--- src/rtl/multdiv_ctrl_pkg.sv ---
// Shared constants for the multiply/divide sequencer: state encoding,
// instruction decode values and the exception writeback target.
package multdiv_ctrl_pkg;

  typedef enum logic [1:0] {
    ST_IDLE  = 2'd0,
    ST_START = 2'd1,
    ST_WAIT  = 2'd2,
    ST_WB    = 2'd3
  } md_state_e;

  localparam logic [4:0] OP_RTYPE    = 5'b00000;
  localparam logic [4:0] ALU_MUL     = 5'b00110;
  localparam logic [4:0] ALU_DIV     = 5'b00111;
  localparam logic [4:0] RSTATUS_REG = 5'd30;

  localparam int TIMEOUT_DEF      = 40;
  localparam int MUL_EXC_CODE_DEF = 4;
  localparam int DIV_EXC_CODE_DEF = 5;

endpackage

--- src/rtl/md_timeout_counter.sv ---
// Saturating 6-bit WAIT-cycle counter with a terminal-count flag at TIMEOUT-1.
module md_timeout_counter #(
  parameter int TIMEOUT = 40
) (
  input  logic clock,
  input  logic reset,
  input  logic clear,
  input  logic enable,
  output logic terminal
);

  logic [5:0] count_q;
  logic [5:0] count_d;

  always_comb begin
    count_d = count_q;
    if (clear) begin
      count_d = '0;
    end else if (enable && (count_q != 6'h3f)) begin
      count_d = count_q + 6'd1;
    end
  end

  // NOTE: sequential state is only ever assigned with <= so every flop
  // samples the pre-edge values regardless of process ordering.
  always_ff @(posedge clock or negedge reset) begin
    if (!reset) begin
      count_q <= '0;
    end else begin
      count_q <= count_d;
    end
  end

  assign terminal = (count_q == 6'(TIMEOUT - 1));

endmodule

--- src/rtl/multdiv_ctrl.sv ---
// Sequencer for the shared iterative mul/div unit: launches it, freezes the
// PC while it runs, then overrides the register-file writeback for one cycle.
module multdiv_ctrl
  import multdiv_ctrl_pkg::*;
#(
  parameter int TIMEOUT      = TIMEOUT_DEF,
  parameter int MUL_EXC_CODE = MUL_EXC_CODE_DEF,
  parameter int DIV_EXC_CODE = DIV_EXC_CODE_DEF
) (
  input  logic        clock,
  input  logic        reset,
  input  logic        instr_valid,
  input  logic [4:0]  opcode,
  input  logic [4:0]  aluOp,
  input  logic [4:0]  rd,
  input  logic        md_resultRDY,
  input  logic        md_exception,
  input  logic [31:0] md_result,
  output logic        ctrl_MULT,
  output logic        ctrl_DIV,
  output logic        stall,
  output logic        wb_en,
  output logic [4:0]  wb_reg,
  output logic [31:0] wb_data,
  output logic        busy
);

  md_state_e   state_q, state_d;
  logic        is_div_q, is_div_d;
  logic [4:0]  rd_q, rd_d;
  logic [31:0] result_q, result_d;
  logic        exc_q, exc_d;

  logic is_mul, is_div, is_md;
  logic cnt_clear, cnt_en, cnt_term;

  assign is_mul = (opcode == OP_RTYPE) && (aluOp == ALU_MUL);
  assign is_div = (opcode == OP_RTYPE) && (aluOp == ALU_DIV);
  // Gated by reset so nothing, not even the issue-cycle stall, escapes while held in reset.
  assign is_md  = reset && instr_valid && (is_mul || is_div);

  md_timeout_counter #(
    .TIMEOUT (TIMEOUT)
  ) u_timeout (
    .clock    (clock),
    .reset    (reset),
    .clear    (cnt_clear),
    .enable   (cnt_en),
    .terminal (cnt_term)
  );

  // NOTE: every signal written here gets a default first, so no path can
  // leave it unassigned and infer a latch.
  always_comb begin
    state_d   = state_q;
    is_div_d  = is_div_q;
    rd_d      = rd_q;
    result_d  = result_q;
    exc_d     = exc_q;
    cnt_clear = 1'b0;
    cnt_en    = 1'b0;
    unique case (state_q)
      ST_IDLE: begin
        if (is_md) begin
          is_div_d = is_div;
          rd_d     = rd;
          result_d = '0;
          exc_d    = 1'b0;
          state_d  = ST_START;
        end
      end
      ST_START: begin
        // md_resultRDY may still reflect the previous operation here.
        cnt_clear = 1'b1;
        state_d   = ST_WAIT;
      end
      ST_WAIT: begin
        cnt_en = 1'b1;
        if (md_resultRDY) begin
          result_d = md_result;
          exc_d    = md_exception;
          state_d  = ST_WB;
        end else if (cnt_term) begin
          exc_d   = 1'b1;
          state_d = ST_WB;
        end
      end
      ST_WB: begin
        state_d = ST_IDLE;
      end
      default: begin
        state_d = ST_IDLE;
      end
    endcase
  end

  // NOTE: the result/rd holding registers are reset along with the FSM; they
  // are few and clearing them keeps post-reset outputs fully defined.
  always_ff @(posedge clock or negedge reset) begin
    if (!reset) begin
      state_q  <= ST_IDLE;
      is_div_q <= 1'b0;
      rd_q     <= '0;
      result_q <= '0;
      exc_q    <= 1'b0;
    end else begin
      state_q  <= state_d;
      is_div_q <= is_div_d;
      rd_q     <= rd_d;
      result_q <= result_d;
      exc_q    <= exc_d;
    end
  end

  always_comb begin
    ctrl_MULT = (state_q == ST_START) && !is_div_q;
    ctrl_DIV  = (state_q == ST_START) && is_div_q;
    stall     = ((state_q == ST_IDLE) && is_md) || (state_q == ST_START) || (state_q == ST_WAIT);
    busy      = (state_q != ST_IDLE);
    wb_en     = 1'b0;
    wb_reg    = '0;
    wb_data   = '0;
    if (state_q == ST_WB) begin
      if (exc_q) begin
        wb_en   = 1'b1;
        wb_reg  = RSTATUS_REG;
        wb_data = is_div_q ? 32'(DIV_EXC_CODE) : 32'(MUL_EXC_CODE);
      end else begin
        // r0 is hardwired; the sequence completes without a write.
        wb_en   = (rd_q != 5'd0);
        wb_reg  = rd_q;
        wb_data = result_q;
      end
    end
  end

endmodule

--- config.mk ---
export PLATFORM = sky130hd
export DESIGN_NAME = multdiv_ctrl
export DESIGN_NICKNAME = d
export VERILOG_FILES = /design/src/rtl/multdiv_ctrl_pkg.sv /design/src/rtl/md_timeout_counter.sv /design/src/rtl/multdiv_ctrl.sv
export SDC_FILE = /design/constraint.sdc
export NUM_CORES = 1
export LEC_CHECK = 0
export BUFFER_PORTS_ARGS = -buffer_cell sky130_fd_sc_hd__clkbuf_2
export CORE_UTILIZATION = 55
export CTS_BUF_LIST = sky130_fd_sc_hd__clkbuf_2 sky130_fd_sc_hd__clkbuf_4 sky130_fd_sc_hd__clkbuf_8
export DETAILED_ROUTE_END_ITERATION = 12
export PLACE_DENSITY_LB_ADDON = 0.3
export SLEW_MARGIN = 20
export SYNTH_ARGS = -nofsm -noshare
export SYNTH_HDL_FRONTEND = slang
export SYNTH_SLANG_ARGS = --single-unit
--- constraint.sdc ---
create_clock -name clock -period 3.9 [get_ports clock]
set_input_delay 0.585 -clock clock [delete_from_list [all_inputs] [get_ports clock]]
set_output_delay 0.585 -clock clock [all_outputs]
set_load 0.005 [all_outputs]
# Yosys cells after proc, flatten, opt, wreduce, memory -nomap -nowiden

Index checks and enable logic that the tools add are counted.

$add $sub $neg: 1
Eq/ne operators: 10
Muxes and demuxes: 22
Reductions and logical operators: 22

Operator list:

| cell                | count |
|---|---|
| $mux 32             | 4 |
| $pmux 32 s2         | 1 |
| $mux 6              | 2 |
| $eq 5x3->1 const B  | 2 |
| $mux 5              | 2 |
| $logic_and 1x1->1   | 8 |
| $mux 1              | 8 |
| $pmux 2 s4          | 1 |
| $add 6x1->6 const B | 1 |
| $eq 6x6->1 const B  | 1 |
| $mux 2              | 3 |
| $ne 6x6->1 const B  | 1 |
| $reduce_and 3->1    | 2 |
| $reduce_bool 2->1   | 3 |
| $logic_not 5->1     | 1 |
| $reduce_bool 5->1   | 1 |
| $eq 2x2->1 const B  | 2 |
| $ne 2x2->1 const B  | 2 |
| $reduce_and 2->1    | 2 |
| $logic_or 1x1->1    | 3 |
| $ne 3x3->1 const B  | 1 |
| $eq 2x1->1 const B  | 1 |
| $logic_not 2->1     | 1 |
| $pmux 1 s2          | 1 |
| $logic_not 1->1     | 1 |

Flip-flop bits (word level): 47
Input port bits: 52
Output and inout port bits: 42
Word-level logic and storage cells: 61

# Logic depth before layout (Yosys ltp)

Word-level depth: 7
Gate-level depth with buffers: 8
Mapped depth without buffers: 6

# Modules after synthesis

Synthesis repeated with hierarchy kept, for this count alone.

Cell total of the unflattened synthesis: 349
Area, all modules: 3106.7 sq um

By module, submodules not included:

| module             | times used | cells an instance | area an instance (sq um) | sequential area each (sq um) |
|---|---|---|---|---|
| multdiv_ctrl       | 1          | 315               | 2766.4                   | 1026.0 |
| md_timeout_counter | 1          | 34                | 340.3                    | 150.1 |

# Least setup slack after synthesis

Ideal clock, no wire load.

Path kind: input -> output
From: input port opcode[1]
To: output port stall
Arrival time: 1.428 ns
Data required time: 3.315 ns
Path slack: 1.887 ns
Cell stages on the path: 5
Path buffers: 1
Cells stage by stage: nor4_4 -> nand4_1 -> or2_1 -> buf_6 -> nand2_1

Cells in the longest elaborated chain, start to end: 7
Elaborated cells between the ends (all ways): 8
Those cells by class: 8 x reduce/logical

Ends and longest elaborated chain:

| element                              | RTL line                               | RTL |
|---|---|---|
| start, declared                      | multdiv_ctrl.sv:13                     | `input logic [4:0] opcode,` |
| $logic_not 5->1 *                    | multdiv_ctrl.sv:37, multdiv_ctrl.sv:38 |  |
| $logic_and 1x1->1 (on tied branches) | multdiv_ctrl.sv:37, multdiv_ctrl.sv:38 |  |
| $logic_or 1x1->1 *                   | multdiv_ctrl.sv:40                     | `assign is_md = reset && instr_valid && (is_mul \|\| is_div);` |
| $logic_and 1x1->1 *                  | multdiv_ctrl.sv:40                     |  |
| $logic_and 1x1->1 *                  | multdiv_ctrl.sv:118                    | `stall = ((state_q == ST_IDLE) && is_md) \|\| (state_q == ST_START) \|\| (state_q == ST_WAIT);` |
| $logic_or 1x1->1 * (2 in a row)      | multdiv_ctrl.sv:118                    |  |
| end, declared                        | multdiv_ctrl.sv:21                     | `output logic stall,` |

Every way passes the cells marked *; elsewhere a longest branch is shown, timed or not.

# Final worst setup path

From: register state_q[0]
To: output port wb_data[27]

Cells in the longest elaborated chain, start to end: 2

Ends and longest elaborated chain:

| element                | RTL line            | RTL |
|---|---|---|
| start, declared        | multdiv_ctrl.sv:28  | `md_state_e state_q, state_d;` |
| start signal, assigned | multdiv_ctrl.sv:107 | `state_q <= state_d;` |
| $eq 2x2->1             | multdiv_ctrl.sv:123 | `if (state_q == ST_WB) begin` |
| $mux 32                | multdiv_ctrl.sv:123 |  |
| end, declared          | multdiv_ctrl.sv:24  | `output logic [31:0] wb_data,` |

No other way between the ends.

==> results.json <==
{
  "drt_iter0_drc": 238,
  "hold_path.class": "input port to async pin",
  "path_class": "flip-flop to output pin",
  "ant_nets": 0,
  "antenna_found_initial": 0,
  "yosysSeqAreaShare_pct": 42.3,
  "ys_top_cells_by_area": "dfrtp_1, and2_1, o211ai_1, o21ai_0, nand3_1",
  "portBuffers": 93,
  "power_mw": 2.12,
  "leakagePower_nw": 1.64,
  "synth.top_cell.area_share_pct": 42.3,
  "reg2reg_to": "state_q[1]$_DFFE_PN0P_",
  "synth_area_um2": 2780,
  "dp_slack_ns": 1.38,
  "area_growth_pct": 21.5,
  "place.gp.congestion": 0.809,
  "synth_common_cells": "dfrtp_1, nand2_1, o21ai_0",
  "synth_top_cell_by_area": "dfrtp_1",
  "slew_headroom_pct": 35.1,
  "cts_buffers": 5,
  "design_area_um2": 3380,
  "drtPass1Iterations": 4,
  "cts_sinks": 47,
  "yosysWarnings": 0,
  "grt_pass1_wl_um": 10600,
  "syn_avg_cell_area_um2": 9.15,
  "fin_setup_tns_ns": 0,
  "synth_ff_type": "dfrtp_1",
  "vias_per_cell": 5.70,
  "worstPathMaxFanout": 31,
  "ctsResizeCount": 0,
  "max_stage_delay_ns": 0.84,
  "yosysMostFrequentCell": "dfrtp_1",
  "clock_skew_ns": 0.00627,
  "fmax_mhz": 352,
  "critPathBufInv": 1,
  "clockBufferDepth": 2,
  "dieArea_um2": 5350,
  "power_density_nw_per_um2": 628,
  "post_drt_wl_per_cell_um": 14.6,
  "cap_violations": 0,
  "async_flop_share_pct": 100,
  "rows": 25,
  "synth_edf_count": 0,
  "post-cts-setup-buffers": 0,
  "path_cells": "ha_1 > nor2b_2 > and2_1 > clkbuf_2",
  "fin_crit_sh_pct": 72.8,
  "die_y_um": 73.1,
  "setup_ws_ns": 1.06,
  "r2r_slack_ns": 1.54,
  "rsz0062_at_grt": "false",
  "ctsHoldBuffers": 0,
  "ys_seq_elements": 47,
  "cts_tree": "built",
  "postPlaceCellArea_um2": 3280,
  "ios": 94,
  "min_period_ns": 2.84,
  "hold_violations": 0,
  "critPathLaunchType": "flip-flop",
  "antenna_cells": 0,
  "reg2reg_depth": 7,
  "vias": 2560,
  "drcViolationCount": 0,
  "ctsHtreeMaxLevel": 2,
  "clock_latency_ns": 0.30,
  "grt_max_degree": 48,
  "clock-root-buffer": "clkbuf_8",
  "setup_viol": 0,
  "grt.overflow.total": 0,
  "grt.total_usage_pct": 25.6,
  "crit_path_end_kind": "output pin",
  "die_w_um": 73.1,
  "start_util_pct": 58.1,
  "vdd_drop_max_mv": 0.402,
  "layout.nets": 440,
  "cp.required_ns": 3.31,
  "syn_nets": 362,
  "worst_pin_slew_ns": 0.970,
  "synth.distinct_cells": 30,
  "synth_cells": 304,
  "cp_slowest_cell": "nor2b_2",
  "clk_pin_slew_ns": 0.08,
  "cp.arrival_ns": 2.26,
  "grt_pass1_vias": 2253,
  "dpl.hpwl_um": 4420,
  "final_layout_size_suffix_gt1_share_pct": 33.5,
  "worstReg2RegStart": "state_q[0]$_DFFE_PN0P_",
  "crit_family": "simple AND/OR/NAND/NOR gates",
  "core_um2": 4790,
  "status": "complete, no violations",
  "slew_violations": 0,
  "routed_wl_um": 6530
}
through the flow:
step | cells | util (%) | hold slack (ns)
after floorplan | 304 | - | 0.289
after global placement | 442 | 68.4 | 0.488
after detailed placement | 442 | 68.4 | 0.504
after CTS | 449 | 70.7 | 0.426
after global routing | 449 | 70.7 | 0.454
final | 449 | 70.7 | 0.402
power breakdown:
part,internal [mW],switching [mW]
clock network,0.195,0.158
logic,0.395,0.615
registers,0.644,0.116
total,1.23,0.889
state kept, by name, summed over array words and instances (netlist names):
name,cells
u_timeout.count_q,6
exc_q,1
rd_q,5
is_div_q,1
state_q,2
result_q,32
placed cells by master, fill, tap and decap left out:
master	count
nand2_1	37
clkbuf_4	1
o211ai_1	25
and2_1	32
nor2b_2	2
o2bb2ai_1	1
or2_1	1
mux2_2	1
nand3_1	33
o32a_1	1
bufinv_16	1
and4bb_1	1
o31a_1	2
o21ai_0	34
xor2_1	4
nor2_1	8
nor2_2	1
dfrtp_1	47
nand4_1	2
nor2b_1	3
clkbuf_8	5
o211ai_2	10
o21a_1	5
clkbuf_2	93
inv_1	4
o31ai_1	2
or4_1	1
and3_1	2
buf_4	6
mux2_4	6
mux2i_1	3
ha_1	6
a41oi_4	1
nor4_4	1
cells by family after synthesis:
group	count (synthesis)	share of synthesized area (%)
compound gates	81	21.1
xor+xnor	4	1.26
fa+ha+maj	6	2.70
buf+inv	32	4.86
flops	47	42.3
mux	10	4.72
simple gates	124	23.1
layer usage:
| layer | wire length [um] | vias up | track usage, % |
|---|---|---|---|
| met5 | 0 | - | 0 |
| met4 | 93 | 0 | 7.84 |
| met3 | 393 | 11 | 4.14 |
| met2 | 3170 | 100 | 40.3 |
| met1 | 2880 | 1226 | 36.3 |
| li1 | - | 1223 | - |
final cells by class:
| type | count | area [um2] |
|---|---|---|
| multi-input cells | 225 | 1490 |
| fillers | 399 | 1400 |
| flip-flops and latches | 47 | 1180 |
| repair buffers | 99 | 510 |
| well taps | 67 | 83.8 |
| clock buffers | 6 | 76.3 |
| clock inverters | 1 | 30.0 |
| inverters | 4 | 15.0 |
worst register-to-register path: cells and delay by family (launching register included):
| family | cells | cell delay [ns] |
|---|---|---|
| adder cells (fa/ha/maj) | 1 | 0.49 |
| AND/OR/NAND/NOR | 2 | 0.31 |
| AO/OA/AOI/OAI | 1 | 0.20 |
| flip-flops | 1 | 0.42 |
| multiplexers | 1 | 0.28 |
| buffers and inverters | 2 | 0.55 |
how the worst max path moves through the flow:
stage,start,end,slack (ns),cells past startpoint
floorplan,opcode[1],stall,1.89,5
global placement,state_q[1]$_DFFE_PN0P_,wb_data[26],1.44,4
detailed placement,state_q[0]$_DFFE_PN0P_,wb_data[31],1.38,4
CTS,state_q[0]$_DFFE_PN0P_,wb_data[31],1.05,4
global route,state_q[0]$_DFFE_PN0P_,wb_data[31],0.89,4
finish,state_q[0]$_DFFE_PN0P_,wb_data[27],1.06,4
(Power assumes the default switching activity.)
